<file path="src/rtl/jb_power_down_mc_if.sv">
// Bus bundle for jb_power_down_mc: alarm/enable inputs, clear request and
// the shutdown, status and first-fault outputs.
interface jb_power_down_mc_if #(
    parameter int unsigned NUM_CH = 4
) ();
    localparam int unsigned ChW = (NUM_CH > 1) ? $clog2(NUM_CH) : 1;

    logic [NUM_CH-1:0] psu_alarm_n;
    logic [NUM_CH-1:0] psu_alarm_enable;
    logic              clear_req;
    logic              psu_shutdown;
    logic              pa_shutdown;
    logic              dac_shutdown;
    logic              clear_reject;
    logic [NUM_CH-1:0] alarm_status;
    logic [ChW-1:0]    first_alarm_ch;
    logic              first_alarm_valid;
    logic [1:0]        fsm_state;

    modport master (
        output psu_alarm_n, psu_alarm_enable, clear_req,
        input  psu_shutdown, pa_shutdown, dac_shutdown, clear_reject,
        input  alarm_status, first_alarm_ch, first_alarm_valid, fsm_state
    );

    modport slave (
        input  psu_alarm_n, psu_alarm_enable, clear_req,
        output psu_shutdown, pa_shutdown, dac_shutdown, clear_reject,
        output alarm_status, first_alarm_ch, first_alarm_valid, fsm_state
    );
endinterface

</file>
<file path="src/rtl/jb_power_down_mc.sv">
// Multi-channel PSU-alarm power-down controller. Alarms are synchronised,
// deglitched and, when enabled, latch a shutdown that turns PA off first and
// the DAC after DAC_DELAY; a clear releases them in reverse order.
// Optional macro JB_PD_AUTO_RECOVER_EN: leave SHUTDOWN automatically after
// RECOVER_CYCLES alarm-free cycles (status and first-fault are kept).
module jb_power_down_mc #(
    parameter int unsigned NUM_CH          = 4,
    parameter int unsigned DEGLITCH_CYCLES = 8,
    parameter int unsigned DAC_DELAY       = 16,
    parameter int unsigned RELEASE_DELAY   = 16,
    parameter int unsigned RECOVER_CYCLES  = 1024
) (
    input  logic                axi_clk,
    input  logic                axi_resetn,
    jb_power_down_mc_if.slave   bus
);
    localparam int unsigned ChW  = (NUM_CH > 1) ? $clog2(NUM_CH) : 1;
    localparam int unsigned CntW = $clog2(DEGLITCH_CYCLES + 1);

    if (NUM_CH < 1 || NUM_CH > 16 || DEGLITCH_CYCLES < 1 || DEGLITCH_CYCLES > 255 ||
        DAC_DELAY < 1 || DAC_DELAY > 65535 || RELEASE_DELAY < 1 ||
        RELEASE_DELAY > 65535 || RECOVER_CYCLES < 1) begin : g_param_check
        $error("jb_power_down_mc: parameter out of range");
    end

    typedef enum logic [1:0] {
        StIdle     = 2'd0,
        StPaOff    = 2'd1,
        StShutdown = 2'd2,
        StRelease  = 2'd3
    } state_e;

    logic [NUM_CH-1:0] alarm_meta_q, alarm_sync_q, en_meta_q, en_sync_q;
    logic [CntW-1:0]   cnt_q [NUM_CH];
    logic [CntW-1:0]   cnt_d [NUM_CH];
    logic [NUM_CH-1:0] qual_q, qual_d, status_q, status_d, hit;
    logic [ChW-1:0]    first_ch_q, first_ch_d, first_idx;
    logic              first_valid_q, first_valid_d;
    state_e            state_q, state_d;
    logic [15:0]       dly_q, dly_d;
    logic              pa_q, pa_d, dac_q, dac_d, psu_q, psu_d, reject_q, reject_d;
    logic              trig, sw_clear, auto_clear;

    // Two-flop synchronisers; alarms idle high, enables idle low.
    always_ff @(posedge axi_clk or negedge axi_resetn) begin
        if (!axi_resetn) begin
            alarm_meta_q <= '1;
            alarm_sync_q <= '1;
            en_meta_q    <= '0;
            en_sync_q    <= '0;
        end else begin
            alarm_meta_q <= bus.psu_alarm_n;
            alarm_sync_q <= alarm_meta_q;
            en_meta_q    <= bus.psu_alarm_enable;
            en_sync_q    <= en_meta_q;
        end
    end

    // Saturating low-sample counters; qualify once DEGLITCH_CYCLES lows are seen.
    always_comb begin
        for (int i = 0; i < NUM_CH; i++) begin
            if (alarm_sync_q[i]) begin
                cnt_d[i] = '0;
            end else if (cnt_q[i] != CntW'(DEGLITCH_CYCLES)) begin
                cnt_d[i] = cnt_q[i] + 1'b1;
            end else begin
                cnt_d[i] = cnt_q[i];
            end
            qual_d[i] = (cnt_q[i] == CntW'(DEGLITCH_CYCLES));
        end
    end

    assign hit  = qual_q & en_sync_q;
    assign trig = |hit;

    // Lowest-index enabled qualified channel.
    always_comb begin
        first_idx = '0;
        for (int i = NUM_CH - 1; i >= 0; i--) begin
            if (hit[i]) first_idx = ChW'(i);
        end
    end

`ifdef JB_PD_AUTO_RECOVER_EN
    localparam int unsigned RecW = $clog2(RECOVER_CYCLES + 1);
    logic [RecW-1:0] rec_q, rec_d;
    logic            alarm_free;

    assign alarm_free = &(alarm_sync_q | ~en_sync_q);
    assign auto_clear = (state_q == StShutdown) && alarm_free && !trig &&
                        (rec_q == RecW'(RECOVER_CYCLES));

    // Alarm-free run length while latched, saturating at RECOVER_CYCLES.
    always_comb begin
        rec_d = '0;
        if (state_q == StShutdown && alarm_free) begin
            rec_d = (rec_q == RecW'(RECOVER_CYCLES)) ? rec_q : rec_q + 1'b1;
        end
    end

    // Recovery counter register.
    always_ff @(posedge axi_clk or negedge axi_resetn) begin
        if (!axi_resetn) rec_q <= '0;
        else             rec_q <= rec_d;
    end
`else
    assign auto_clear = 1'b0;
`endif

    assign sw_clear = (state_q == StShutdown) && bus.clear_req && !trig;

    // Shutdown sequencer: next state, delay counter and registered outputs.
    always_comb begin
        state_d  = state_q;
        dly_d    = dly_q;
        pa_d     = pa_q;
        dac_d    = dac_q;
        psu_d    = psu_q;
        reject_d = 1'b0;
        unique case (state_q)
            StIdle: begin
                if (trig) begin
                    state_d = StPaOff;
                    pa_d    = 1'b1;
                    psu_d   = 1'b1;
                    dly_d   = '0;
                end
            end
            StPaOff: begin
                dly_d    = dly_q + 16'd1;
                reject_d = bus.clear_req;
                if (dly_q == 16'(DAC_DELAY - 1)) begin
                    state_d = StShutdown;
                    dac_d   = 1'b1;
                end
            end
            StShutdown: begin
                if (bus.clear_req && trig) begin
                    reject_d = 1'b1;
                end else if (sw_clear || auto_clear) begin
                    state_d = StRelease;
                    dac_d   = 1'b0;
                    psu_d   = 1'b0;
                    dly_d   = '0;
                end
            end
            StRelease: begin
                dly_d    = dly_q + 16'd1;
                reject_d = bus.clear_req;
                if (trig) begin
                    // Re-latch; PA never came back on.
                    state_d = StShutdown;
                    dac_d   = 1'b1;
                    psu_d   = 1'b1;
                end else if (dly_q == 16'(RELEASE_DELAY - 1)) begin
                    state_d = StIdle;
                    pa_d    = 1'b0;
                end
            end
            default: state_d = StIdle;
        endcase
    end

    // Sticky status (set wins over clear) and first-fault capture.
    always_comb begin
        status_d      = (sw_clear ? '0 : status_q) | qual_q;
        first_ch_d    = first_ch_q;
        first_valid_d = first_valid_q;
        if (sw_clear) begin
            first_valid_d = 1'b0;
        end else if (!first_valid_q && trig) begin
            first_valid_d = 1'b1;
            first_ch_d    = first_idx;
        end
    end

    // State registers.
    always_ff @(posedge axi_clk or negedge axi_resetn) begin
        if (!axi_resetn) begin
            for (int i = 0; i < NUM_CH; i++) cnt_q[i] <= '0;
            qual_q        <= '0;
            status_q      <= '0;
            first_ch_q    <= '0;
            first_valid_q <= 1'b0;
            state_q       <= StIdle;
            dly_q         <= '0;
            pa_q          <= 1'b0;
            dac_q         <= 1'b0;
            psu_q         <= 1'b0;
            reject_q      <= 1'b0;
        end else begin
            for (int i = 0; i < NUM_CH; i++) cnt_q[i] <= cnt_d[i];
            qual_q        <= qual_d;
            status_q      <= status_d;
            first_ch_q    <= first_ch_d;
            first_valid_q <= first_valid_d;
            state_q       <= state_d;
            dly_q         <= dly_d;
            pa_q          <= pa_d;
            dac_q         <= dac_d;
            psu_q         <= psu_d;
            reject_q      <= reject_d;
        end
    end

    assign bus.psu_shutdown      = psu_q;
    assign bus.pa_shutdown       = pa_q;
    assign bus.dac_shutdown      = dac_q;
    assign bus.clear_reject      = reject_q;
    assign bus.alarm_status      = status_q;
    assign bus.first_alarm_ch    = first_ch_q;
    assign bus.first_alarm_valid = first_valid_q;
    assign bus.fsm_state         = state_q;
endmodule
</file>
<file path="src/flat_wrapper.sv">
// flat-port wrapper written by rule: the top's interface ports become plain ports
module jb_power_down_mc_flat 
#(
    parameter int unsigned NUM_CH          = 4,
    parameter int unsigned DEGLITCH_CYCLES = 8,
    parameter int unsigned DAC_DELAY       = 16,
    parameter int unsigned RELEASE_DELAY   = 16,
    parameter int unsigned RECOVER_CYCLES  = 1024
)
  (axi_clk, axi_resetn, bus_psu_alarm_n, bus_psu_alarm_enable, bus_clear_req, bus_psu_shutdown, bus_pa_shutdown, bus_dac_shutdown, bus_clear_reject, bus_alarm_status, bus_first_alarm_ch, bus_first_alarm_valid, bus_fsm_state);
  jb_power_down_mc_if #(.NUM_CH(NUM_CH)) bus_i ();
  input  logic axi_clk;
  input  logic axi_resetn;
  input wire logic [$bits(bus_i.psu_alarm_n)-1:0] bus_psu_alarm_n;
  input wire logic [$bits(bus_i.psu_alarm_enable)-1:0] bus_psu_alarm_enable;
  input wire logic [$bits(bus_i.clear_req)-1:0] bus_clear_req;
  output wire logic [$bits(bus_i.psu_shutdown)-1:0] bus_psu_shutdown;
  output wire logic [$bits(bus_i.pa_shutdown)-1:0] bus_pa_shutdown;
  output wire logic [$bits(bus_i.dac_shutdown)-1:0] bus_dac_shutdown;
  output wire logic [$bits(bus_i.clear_reject)-1:0] bus_clear_reject;
  output wire logic [$bits(bus_i.alarm_status)-1:0] bus_alarm_status;
  output wire logic [$bits(bus_i.first_alarm_ch)-1:0] bus_first_alarm_ch;
  output wire logic [$bits(bus_i.first_alarm_valid)-1:0] bus_first_alarm_valid;
  output wire logic [$bits(bus_i.fsm_state)-1:0] bus_fsm_state;
  assign bus_i.psu_alarm_n = bus_psu_alarm_n;
  assign bus_i.psu_alarm_enable = bus_psu_alarm_enable;
  assign bus_i.clear_req = bus_clear_req;
  assign bus_psu_shutdown = bus_i.psu_shutdown;
  assign bus_pa_shutdown = bus_i.pa_shutdown;
  assign bus_dac_shutdown = bus_i.dac_shutdown;
  assign bus_clear_reject = bus_i.clear_reject;
  assign bus_alarm_status = bus_i.alarm_status;
  assign bus_first_alarm_ch = bus_i.first_alarm_ch;
  assign bus_first_alarm_valid = bus_i.first_alarm_valid;
  assign bus_fsm_state = bus_i.fsm_state;
  jb_power_down_mc #(.NUM_CH(NUM_CH), .DEGLITCH_CYCLES(DEGLITCH_CYCLES), .DAC_DELAY(DAC_DELAY), .RELEASE_DELAY(RELEASE_DELAY), .RECOVER_CYCLES(RECOVER_CYCLES)) u_core (.axi_clk(axi_clk), .axi_resetn(axi_resetn), .bus(bus_i));
endmodule
</file>
<file path="config.mk">
export PLATFORM = sky130hd
export DESIGN_NAME = jb_power_down_mc_flat
export DESIGN_NICKNAME = d
export VERILOG_FILES = /design/src/rtl/jb_power_down_mc_if.sv /design/src/rtl/jb_power_down_mc.sv /design/src/flat_wrapper.sv
export SDC_FILE = /design/constraint.sdc
export NUM_CORES = 1
export LEC_CHECK = 0
export ABC_AREA = 1
export BUFFER_PORTS_ARGS = -buffer_cell sky130_fd_sc_hd__clkbuf_2
export CAP_MARGIN = 20
export CORE_MARGIN = 1
export CORE_UTILIZATION = 50
export CTS_CLUSTER_DIAMETER = 150
export DETAILED_ROUTE_END_ITERATION = 7
export GPL_ROUTABILITY_DRIVEN = 0
export PLACE_DENSITY = 0.72
export SKIP_CTS_REPAIR_TIMING = 1
export SKIP_LAST_GASP = 1
export SYNTH_ARGS = -nofsm -noshare
export SYNTH_HDL_FRONTEND = slang
export SYNTH_SLANG_ARGS = --single-unit
export TNS_END_PERCENT = 10
</file>
<file path="constraint.sdc">
create_clock -name axi_clk -period 1.9 [get_ports axi_clk]
set_input_delay 0.095 -clock axi_clk [delete_from_list [all_inputs] [get_ports axi_clk]]
set_output_delay 0.095 -clock axi_clk [all_outputs]
set_load 0.01 [all_outputs]
</file>
==> results list <==
* Outcome: completed
- The worst hold path begins at bus_clear_req.
- For this run, the share of the core covered by cells in the final layout is 60.4%.
* Proportion of synthesized area in mux cells: 0%
- The worst path uses 90.6% of the clock period.
- The Yosys step of the flow raised 0 warnings.
- Along the worst hold path, the cell count comes to 3.
- The tightest min-delay check is of the primary input to flop type.
- In the routed layout, each cell is associated on average with a via count of around 5.
- The smallest clock period supported by the final layout is computed as 1.72 ns.
- Worst path buffer plus inverter count: 2
* Average routed wire per standard cell: 12.2 µm
- Library cell appearing most often on the critical path: inv_1
* Largest family of logic cells by synthesized area: simple AND/OR/NAND/NOR gates
- Setup Slack @ Placement: approximately 0.19 ns
* Area fraction in compound gates after synthesis: slightly below 9%
- Of the cells placed in the final design, the portion with a size suffix greater than 1 is 18.1%.
* Startpoint type of the worst setup path: flop
* Detailed Place HPWL: 4020 µm
- The initial utilization of the core area, before any placement, comes to between 50% and 60%.
* First-pass GRT wire length: 9670 µm
- Setup tns final: 0 ns
* Growth of design area from synthesis to finish: 15.5%
* Kind of end point of the critical path: flop
- Global routing usage summed across all routing layers: 19.9%
- Once layout is done, the placed cells without fillers occupy 3620 µm².
* Cell Count Post-Placement: about 440
- Clk sinks: 65
* R2R Setup Slk: ~0.18 ns
- Final-report setup violation count: 0
- Number of diodes: 0
* R2R cell count: 6
- Commonest cells in the netlist: nand2_1 (76), dfrtp_1 (57), inv_1 (38)
- The share of synthesized area in the top cell type comes to 45.5%.
- When the netlist entered floorplanning its net count stood at 370.
- Worst slew pin tran: 0.434 ns
- The clock reaches the later pin of the worst-skew pair after around 0.34 ns.
- Fraction of the mapped netlist area in simple logic gates: 24.8%
* FMAX: 581 MHz
- Final Hold Vio Count: 0
* Buffer levels on the longest clock path: 2
- For hold timing, the worst endpoint is u_core.bus.clear_reject$_DFF_PN0_.
* Die Area: roughly 6600 µm²
- CTS buffer count: 9
- The worst setup path is of the flop to flop kind.
- Worst slew margin relative to its limit: between 70% and 80%
- CTS tree: done
- Entering global routing, the biggest net connects 66 pins.
- Clock transition at path regs: 0.07 ns
- Synthesized-area fraction occupied by xor and xnor cells: around 2.8%
* Cell area after placement: 3350 µm²
* Synth Instances: 345
- FP Rows: 28
- Most frequently used cell type in the post-synthesis netlist: nand2_1
- Ranked by total cell area, the synthesized netlist is headed by dfrtp_1 (46%), nand2_1 (9.1%), dfstp_2 (6.7%), ha_1 (5.6%), inv_1 (4.6%).
- Across the run, the number of max-cap violations was 0.
- Sequential share of the synthesized area: 52.2%
- DR pass1 iterations: 5
- Highest ir drop seen on vdd: 0.722 mV
- Worst Clk Skew: 0.00695 ns
- Average cell area after synthesis: 9.08 µm²
- Congestion Overflow GR: 0
- Total via count after detailed routing: 2330
- Summing every instance area after synthesis gives between 3000 and 4000 µm².
* Number of cells in the finished layout apart from fillers: around 470
* Power density over the cells: 1040 nW/µm²
- In this run the horizontal extent of the chip is ~80 µm.
* Required time at the worst-slack endpoint: around 2.1 ns
- For this run, the slowest stage of the critical path takes 0.44 ns.
- I/O pin count: 24
- Summing the areas of all fa, ha and maj instances in the mapped netlist gives under 10% of the synthesized area.
- Number of nets in the layout: 412
* Die height: 81.2 µm
- Worst reg2reg startpoint: u_core.bus.fsm_state[1]$_DFFE_PN0P_
* Wire length reported by the detailed router: around 5700 µm
- Share of synthesized flip-flops with an asynchronous set or reset: 100%
- Leak: about 1.8 nW
- Final Slew Violations: 0
* Number of antenna violations at the first check in global routing: 0
* Slowest cell on the critical path: dfrtp_1
* Number of remaining DRC errors: 0
- The root buffer cell chosen for the clock tree is clkbuf_8.
* Worst Hold Slack: between 0.03 and 0.04 ns
- Crit path max fanout: 12
- Core ar.: 5990 µm²
- In this run the critical register-to-register path is captured at u_core.dly_q[12]$_DFFE_PN0P_.
* Flip-flop and latch count after synthesis: 65
* Antenna-violating nets left: 0
* Setup repair after global routing missed its margin: no
- The first routing iteration left 137 violations.
* Distinct cell type count of the synthesized netlist: 33
- Library cell occupying the most area in the post-synthesis netlist: dfrtp_1
- The most used flip-flop cell after synthesis is dfrtp_1.
- CP top delay family: simple AND/OR/NAND/NOR gates
* Number of synthesized flops with an enable pin: 0
- Post-route setup slack: 0.178 ns
* Worst path cell trace: inv_1 -> ha_1 -> nor2_1 -> inv_1 -> nand3_1 -> o21ai_1
* H-Tree Level Count: 3
- Total power for the finished layout comes to 3.77 mW.
- Crit path DAT: 1.95 ns
* Vias in the first global route: roughly 2300
- IO Port Bufs: 23
==> power by group <==
part	switching (mW)	internal (mW)
clock	0.516	0.509
sequential	0.116	1.52
combinational	0.707	0.400
==> worst max-delay path by stage <==
stage	start	end	slack [ns]	cells after the start
after floorplan	u_core.bus.fsm_state[0]$_DFFE_PN0P_	u_core.dly_q[11]$_DFFE_PN0P_	0.31	10
after global placement	u_core.bus.fsm_state[1]$_DFFE_PN0P_	u_core.dly_q[2]$_DFFE_PN0P_	0.19	6
after detailed placement	u_core.bus.fsm_state[1]$_DFFE_PN0P_	u_core.dly_q[2]$_DFFE_PN0P_	0.19	6
after CTS	u_core.bus.fsm_state[1]$_DFFE_PN0P_	u_core.dly_q[12]$_DFFE_PN0P_	0.16	6
after global routing	u_core.bus.fsm_state[1]$_DFFE_PN0P_	u_core.dly_q[2]$_DFFE_PN0P_	0.003	6
final	u_core.bus.fsm_state[1]$_DFFE_PN0P_	u_core.dly_q[12]$_DFFE_PN0P_	0.18	6
==> final cells by class <==
class	count	area, µm²
timing repair buffer	34	245
multi-input combinational	237	1320
tap	75	93.8
inverter	40	153
sequential	65	1640
clock buffer	12	145
clock inverter	4	28.8
fill	525	2370
==> placed cells by master, fill, tap and decap left out, drive strengths merged, types with 8 or more instances in the layout <==
master	instances
nor2	40
xor2	10
nand2	86
clkbuf	35
dlygate4sd3	9
nand3	30
inv	40
dfrtp	57
o21ai	23
ha	14
dfstp	8
a21oi	10
==> worst register-to-register path, stage by stage, from the launching register on <==
cell     delay [ns]
dfrtp_1        0.44
inv_1          0.12
ha_1           0.22
nor2_1         0.27
inv_1          0.30
nand3_1        0.19
o21ai_1        0.07
==> state kept, by name (all words and copies together), names as in the netlist, 2 cells and up <==
register / count
u_core.alarm_meta_q: 4
u_core.alarm_sync_q: 4
u_core.bus.alarm_status: 4
u_core.bus.first_alarm_ch: 2
u_core.bus.fsm_state: 2
u_core.cnt_q: 16
u_core.dly_q: 16
u_core.en_meta_q: 4
u_core.en_sync_q: 4
u_core.qual_q: 4
==> layer usage <==
metal  wire length [µm]  vias to the layer above  part of all wire, %  GRT usage (%)
met3                247                       10                  4.3           6.07
met4                103                        0                  1.8           8.57
met2               2790                       40                   49           34.0
met5                  0                        -                    0              0
li1                   -                     1197                    -              -
met1               2580                     1083                   45           22.9
==> cell families (layout without fill, tap and decap cells) <==
kind of cell / count (synthesis) / count (layout)
flip-flops: 65 / 65
buffers and inverters: 43 / 90
AND/OR/NAND/NOR: 167 / 167
adder cells (fa/ha/maj): 14 / 14
XOR/XNOR: 10 / 10
AO/OA/AOI/OAI: 46 / 46
No activity file was read; power rests on OpenSTA's default activity.
